File: src/rtl/dm_arbiter.sv
// Single-port data-memory arbiter between the core load/store path and the loader.
// Round-robin sharing, plus a loader burst lock that is force-released after MAXBURST cycles.
module dm_arbiter #(
    parameter int AW       = 8,
    parameter int DW       = 8,
    parameter int MAXBURST = 16
) (
    input  logic          clk,
    input  logic          reset,
    input  logic          c_req,
    input  logic          c_we,
    input  logic [AW-1:0] c_adr,
    input  logic [DW-1:0] c_din,
    output logic          c_gnt,
    input  logic          l_req,
    input  logic          l_lock,
    input  logic          l_we,
    input  logic [AW-1:0] l_adr,
    input  logic [DW-1:0] l_din,
    output logic          l_gnt,
    output logic [DW-1:0] rd_data,
    output logic          rd_valid,
    output logic          rd_owner,
    output logic [AW-1:0] MemAdr,
    output logic          MemReadEn,
    output logic          MemWriteEn,
    output logic [DW-1:0] MemDatIn,
    input  logic [DW-1:0] MemDatOut
);
    localparam int              CW      = $clog2(MAXBURST + 1);
    localparam logic [CW-1:0]   CNT_MAX = CW'(MAXBURST);

    typedef enum logic {SHARED = 1'b0, LOCKED = 1'b1} state_t;

    state_t          r_st;
    logic            r_last;
    logic [CW-1:0]   r_cnt;
    logic [DW-1:0]   r_rd_data;
    logic            r_rd_valid;
    logic            r_rd_owner;

    logic            w_force;
    logic            w_c_gnt;
    logic            w_l_gnt;

    // Grant decision; r_last=1 means the loader won last, so the core wins a tie.
    always_comb begin
        w_force = 1'b0;
        w_c_gnt = 1'b0;
        w_l_gnt = 1'b0;
        if (reset) begin
            w_force = 1'b0;
        end else begin
            case (r_st)
                LOCKED: begin
                    w_force = (r_cnt == CNT_MAX) && c_req;
                    w_c_gnt = w_force;
                    w_l_gnt = l_req && !w_force;
                end
                SHARED: begin
                    w_c_gnt = c_req && (!l_req || r_last);
                    w_l_gnt = l_req && (!c_req || !r_last);
                end
                default: begin
                    w_c_gnt = 1'b0;
                    w_l_gnt = 1'b0;
                end
            endcase
        end
    end

    // Memory port mux driven from the winner; idle port is fully zeroed.
    always_comb begin
        MemAdr     = {AW{1'b0}};
        MemDatIn   = {DW{1'b0}};
        MemWriteEn = 1'b0;
        MemReadEn  = 1'b0;
        if (w_c_gnt) begin
            MemAdr     = c_adr;
            MemDatIn   = c_din;
            MemWriteEn = c_we;
            MemReadEn  = !c_we;
        end else if (w_l_gnt) begin
            MemAdr     = l_adr;
            MemDatIn   = l_din;
            MemWriteEn = l_we;
            MemReadEn  = !l_we;
        end else begin
            MemAdr     = {AW{1'b0}};
        end
    end

    // Arbitration state, burst counter and registered read return.
    always_ff @(posedge clk) begin
        if (reset) begin
            r_st       <= SHARED;
            r_last     <= 1'b1;
            r_cnt      <= {CW{1'b0}};
            r_rd_data  <= {DW{1'b0}};
            r_rd_valid <= 1'b0;
            r_rd_owner <= 1'b0;
        end else begin
            if (w_c_gnt || w_l_gnt) begin
                r_last <= w_l_gnt;
            end
            case (r_st)
                SHARED: begin
                    if (w_l_gnt && l_lock) begin
                        r_st  <= LOCKED;
                        r_cnt <= CW'(1);
                    end else begin
                        r_cnt <= {CW{1'b0}};
                    end
                end
                LOCKED: begin
                    if (w_force || !l_lock) begin
                        r_st  <= SHARED;
                        r_cnt <= {CW{1'b0}};
                    end else if (r_cnt != CNT_MAX) begin
                        r_cnt <= r_cnt + CW'(1);
                    end else begin
                        r_cnt <= r_cnt;
                    end
                end
                default: begin
                    r_st  <= SHARED;
                    r_cnt <= {CW{1'b0}};
                end
            endcase
            r_rd_valid <= MemReadEn;
            if (MemReadEn) begin
                r_rd_data  <= MemDatOut;
                r_rd_owner <= w_l_gnt;
            end
        end
    end

    assign c_gnt    = w_c_gnt;
    assign l_gnt    = w_l_gnt;
    assign rd_data  = r_rd_data;
    assign rd_valid = r_rd_valid;
    assign rd_owner = r_rd_owner;

endmodule

File: config.mk
export PLATFORM = sky130hd
export DESIGN_NAME = dm_arbiter
export DESIGN_NICKNAME = d
export VERILOG_FILES = /design/src/rtl/dm_arbiter.sv
export SDC_FILE = /design/constraint.sdc
export NUM_CORES = 1
export LEC_CHECK = 0
export CORE_ASPECT_RATIO = 0.8
export CORE_UTILIZATION = 31
export DETAILED_ROUTE_END_ITERATION = 12
export GPL_TIMING_DRIVEN = 0
export HOLD_SLACK_MARGIN = 0.05
export PLACE_DENSITY = 0.76
export SLEW_MARGIN = 5
export SYNTH_ARGS = -nofsm -noshare
export SYNTH_HDL_FRONTEND = slang
export SYNTH_SLANG_ARGS = --single-unit
export TNS_END_PERCENT = 30
File: constraint.sdc
create_clock -name clk -period 2.3 [get_ports clk]
set_input_delay 0.46 -clock clk [delete_from_list [all_inputs] [get_ports clk]]
set_output_delay 0.46 -clock clk [all_outputs]
set_load 0.05 [all_outputs]
* Word level (Yosys, flattened, before mapping)
Cells that the tools add are included.
Word-level totals: flip-flop bits (word level) 17, input port bits 47, output and inout bits 30, logic and storage cells 48
Cells by class: add/sub/neg operators 1, eq/ne operators 3, mux-type cells 21, bitwise logic cells 1, reduce and logical (&&, ||, !) cells 16
Operators with widths (count):
- $mux 8 | 4
- $mux 1 | 11
- $mux 5 | 2
- $pmux 5 s2 | 1
- $logic_not 1->1 | 7
- $pmux 1 s2 | 3
- $add 5x1->5 const B | 1
- $eq 5x5->1 const B | 1
- $logic_and 1x1->1 | 5
- $ne 5x5->1 const B | 1
- $logic_or 1x1->1 | 4
- $ne 3x1->1 const B | 1
- $not 1->1 | 1

* Logic depth before layout (Yosys ltp)
depth in word-level cells 9, depth in mapped cells 8, depth with buffers taken out 6

* Least setup slack after synthesis
Ideal clock, no wire load.
kind reg2out, from register r_cnt[0], to output port MemAdr[0], data arrival time 1.975 ns, data required time 1.840 ns, path slack -0.135 ns, cell stages (with the launch flop) 8, buffers on the path 2, cell sequence dfxtp_1 inv_1 ha_1 and4bb_1 buf_6 a311oi_4 buf_6 a22o_2
On the way: cells in the longest elaborated chain, start to end 8, elaborated cells on any way between the ends 10, those cells by class eq/ne (1); mux (6); reduce/logical (3)
Ends and longest elaborated chain:
- start: declaration | line 37 | logic [CW-1:0] r_cnt;
- start signal: assignment | line 98 | r_cnt <= {CW{1'b0}};
- start signal: assignment | line 112 | r_cnt <= {CW{1'b0}};
- start signal: assignment | line 118 | r_cnt <= {CW{1'b0}};
- $eq 5x5->1 | line 56 | w_force = (r_cnt == CNT_MAX) && c_req;
- $logic_and 1x1->1 | line 56
- $logic_not 1->1 | line 58 | w_l_gnt = l_req && !w_force;
- $logic_and 1x1->1 | line 58
- $pmux 1 s2 | line 54 | case (r_st)
- $mux 1 | line 51 | if (reset) begin
- via l_gnt | line 20 | output logic l_gnt,
- $mux 8 | line 83 | end else if (w_l_gnt) begin
- $mux 8 | line 78 | if (w_c_gnt) begin
- end: declaration | line 24 | output logic [AW-1:0] MemAdr,
The timed path passes the listed nets, and every way through them passes these cells.

* Worst setup path after layout
from register r_cnt[0], to output port MemDatIn[1]
On the way: cells in the longest elaborated chain, start to end 8, elaborated cells on any way between the ends 10, those cells by class eq/ne (1); mux (6); reduce/logical (3)
Ends and longest elaborated chain:
- $eq 5x5->1 (*) | line 56
- $logic_and 1x1->1 (*) | line 56
- $logic_not 1->1 | line 58
- $logic_and 1x1->1 | line 58
- $pmux 1 s2 | line 54
- $mux 1 | line 51
- $mux 8 | line 83
- $mux 8 (*) | line 78
- end: declaration | line 27 | output logic [DW-1:0] MemDatIn,
Every way passes the cells marked *; elsewhere a longest branch is shown, timed or not.

==> results_dict.tcl <==
set metrics [dict create \
    cp_num_buf_inv 4 \
    port_buffers 76 \
    grt-busiest-layer "met2" \
    fin_crit_sh 1.05 \
    die_x_um 67.8 \
    syn_nets 152 \
    synthCells 103 \
    syn_avg_cell_area_um2 10.4 \
    num_rows 18 \
    power_frac_clock 0.219 \
    ys_types 35 \
    cts_buffers 3 \
    worstSetupStartpointType "register" \
    power_frac_seq 0.311 \
    slowest_stage "dfxtp_2" \
    via_per_inst 5.08 \
    drc 0 \
    area_delta_synth_final_pct 107 \
    synth_flop_cell "dfxtp_1" \
    cts_tree "built" \
    stdcell_count 232 \
    use_met2 0.373 \
    crit_path_max_incr_delay_ns 0.34 \
    place_congestion 0.841 \
    clk_latency_ns 0.26 \
    clock_sinks 17 \
    end_kind "output pin" \
    core-area_um2 3200 \
    grt_pass1_wl_um 5310 \
    antenna_found_initial 0 \
    setup_violations 16 \
    use_met3 0.0646 \
    cp.arrival_ns 1.96 \
    setup_tns_ns -1.15 \
    dp.final_hpwl_um 2410 \
    cp_max_fo 5 \
    hold_violations 0 \
    power_switching_w 0.000365 \
    criticalPathCategory "reg2out" \
    nNetsFinal 242 \
    p_leak_nw 0.913 \
    cts_hold_buf 0 \
    seq_area_frac_synth 0.317 \
    min_period_ns 2.42 \
    vias 1179 \
    grt_usage 0.201 \
    p_int_w 0.000671 \
    cp_common_cell "buf_6" \
    boundaryPins 77 \
    slew_viol_final 0 \
    fmax_mhz 414 \
    dp_cells 219 \
    cp_top_family "buffers and inverters" \
    fin_skew_ns 0.00700 \
    crit_chain "inv_2 > ha_4 > and4bb_2 > a311oi_4 > buf_6 > buf_6 > a22o_4 > buf_8" \
    fin_ws_ns -0.117 \
    netlist_area_um2 1070 \
    ys_ff_latch 17 \
    routedWlPerCell_um 16.1 \
    start_util 0.336 \
    cts-root-buf "clkbuf_8" \
    antenna_cells 0 \
    pwr-share-comb 0.470 \
    worstPathRequired_ns 1.84 \
    first_iter_violations 7 \
    ant_nets 0 \
    violations "negative setup slack" \
    yosysWarningCount 0 \
    use_met1 0.211 \
    grt_max_degree 11 \
    peakVddDrop_v 0.000466 \
    outcome "complete, but fails checks" \
    dieHeight_um 54.6 \
    path_clk_slew_ns 0.07 \
    layout-drive-gt1-share 0.438 \
    tightest_slew_ns 0.510 \
    grt.overflow.total 0 \
    drt_pre_antenna_iters 4 \
    p_per_area_nw_per_um2 467 \
    htree_levels 1 \
    clockBufferDepth 2 \
    rsz0062_at_grt "true" \
    max-cap-violations 0 \
    p_sw_frac 0.352 \
    slew_headroom 0.659 \
    wl_um 3730 \
    die_area_um2 3700 \
    grt_pass1_vias 1139 \
    hp-class "reg2reg" \
    synth_edf_count 0 \
    async_flop_share 0 \
]
tightest hold or removal path, cell delays in order, from the launching register on:
cell      delay (ns)
dfxtp_1         0.32
a21oi_2         0.12
a211oi_2        0.05
stage by stage:
| step | area [um^2] | util | power (W) | hold WS, ns | setup slack, ns |
|---|---|---|---|---|---|
| after floorplan | 1070 | - | 0.000565 | 0.462 | -0.0539 |
| after global routing | 2220 | 0.694 | 0.00108 | 0.557 | -0.198 |
| after detailed placement | 1880 | 0.589 | 0.000739 | 0.494 | -1.21 |
| after global placement | 1880 | 0.589 | 0.000734 | 0.474 | -1.18 |
| after CTS | 2170 | 0.677 | 0.00102 | 0.536 | -0.0864 |
| final | 2220 | 0.694 | 0.00104 | 0.534 | -0.117 |
state kept, by name, summed over array words and instances, names as in the netlist:
register  count
rd_owner      1
r_last        1
r_cnt         5
r_st          1
rd_data       8
rd_valid      1
power groups by stage:
stage          logic (W)  registers (W)  clock network [W]
2_1_floorplan   0.000188       0.000378                  0
3_3_place_gp    0.000408       0.000326                  0
5_1_grt         0.000509       0.000324           0.000244
6_report        0.000487       0.000322           0.000227
3_5_place_dp    0.000412       0.000327                  0
4_1_cts         0.000467       0.000322           0.000235
synthesized netlist by cell type, types with 2 or more instances:
cell type  instances  area share
a22o_2            17        0.16
nand2_1            5       0.017
dfxtp_1           17        0.32
nor2b_1            8       0.047
nand3_1            3       0.014
inv_1              6       0.021
ha_1               2       0.023
buf_6              2       0.021
nor2_1             5       0.017
o211ai_1           2       0.014
a21oi_1            2      0.0093
buf_2              2      0.0093
mux2_2             9       0.094
xor2_1             2       0.016
cells in the final DEF (no fill, tap or decap), types with 4 or more instances in the layout:
cell type | synthesis | final
nor2_1 | 5 | 5
mux2_2 | 9 | 9
a22o_2 | 17 | 7
inv_1 | 6 | 4
a22o_4 | 0 | 10
dfxtp_1 | 17 | 15
nand2_1 | 5 | 4
clkdlybuf4s50_1 | 0 | 53
buf_4 | 1 | 10
nor2b_1 | 8 | 8
buf_6 | 2 | 7
buf_8 | 0 | 15
layout make-up:
class | count | area [um^2]
buffer | 4 | 42.5
clock buffer | 3 | 41.3
clock inverter | 1 | 5.00
fill | 222 | 980
inverter | 6 | 22.5
multi-input combinational | 74 | 790
sequential | 17 | 343
tap | 40 | 50.0
timing repair buffer | 87 | 925
kinds of logic after synthesis:
kind of cell / after synthesis / synth area share
multiplexers: 9 / 0.0944
flip-flops: 17 / 0.317
AND/OR/NAND/NOR: 34 / 0.213
AO/OA/AOI/OAI: 26 / 0.266
XOR/XNOR: 3 / 0.0245
buffers and inverters: 12 / 0.0618
adder cells (fa/ha/maj): 2 / 0.0233
metal layers:
| layer | wire (um) | up-vias |
|---|---|---|
| met4 | 60 | 0 |
| met2 | 1790 | 65 |
| met1 | 1410 | 543 |
| met3 | 467 | 7 |
| li1 | - | 564 |
| met5 | 0 | - |
worst paths after layout:
| kind | startpoint | cells after the start | end | slack, ns |
|---|---|---|---|---|
| max | r_cnt[0] | 8 | MemDatIn[1] | -0.12 |
| min | rd_owner | 2 | rd_owner | 0.53 |
| max reg2reg | r_cnt[0] | 8 | rd_data[2] | 0.33 |
| min reg2reg | rd_owner | 2 | rd_owner | 0.53 |
repair_timing:
| action | 4_1_cts | 5_1_grt |
|---|---|---|
| cloned | 2 | 0 |
| resized for setup | 174 | 16 |
| setup endpoints to repair | 20 | 20 |
| setup buffers | 9 | 0 |
| pin swaps | 13 | 5 |
No activity file was read; power rests on OpenSTA's default activity.
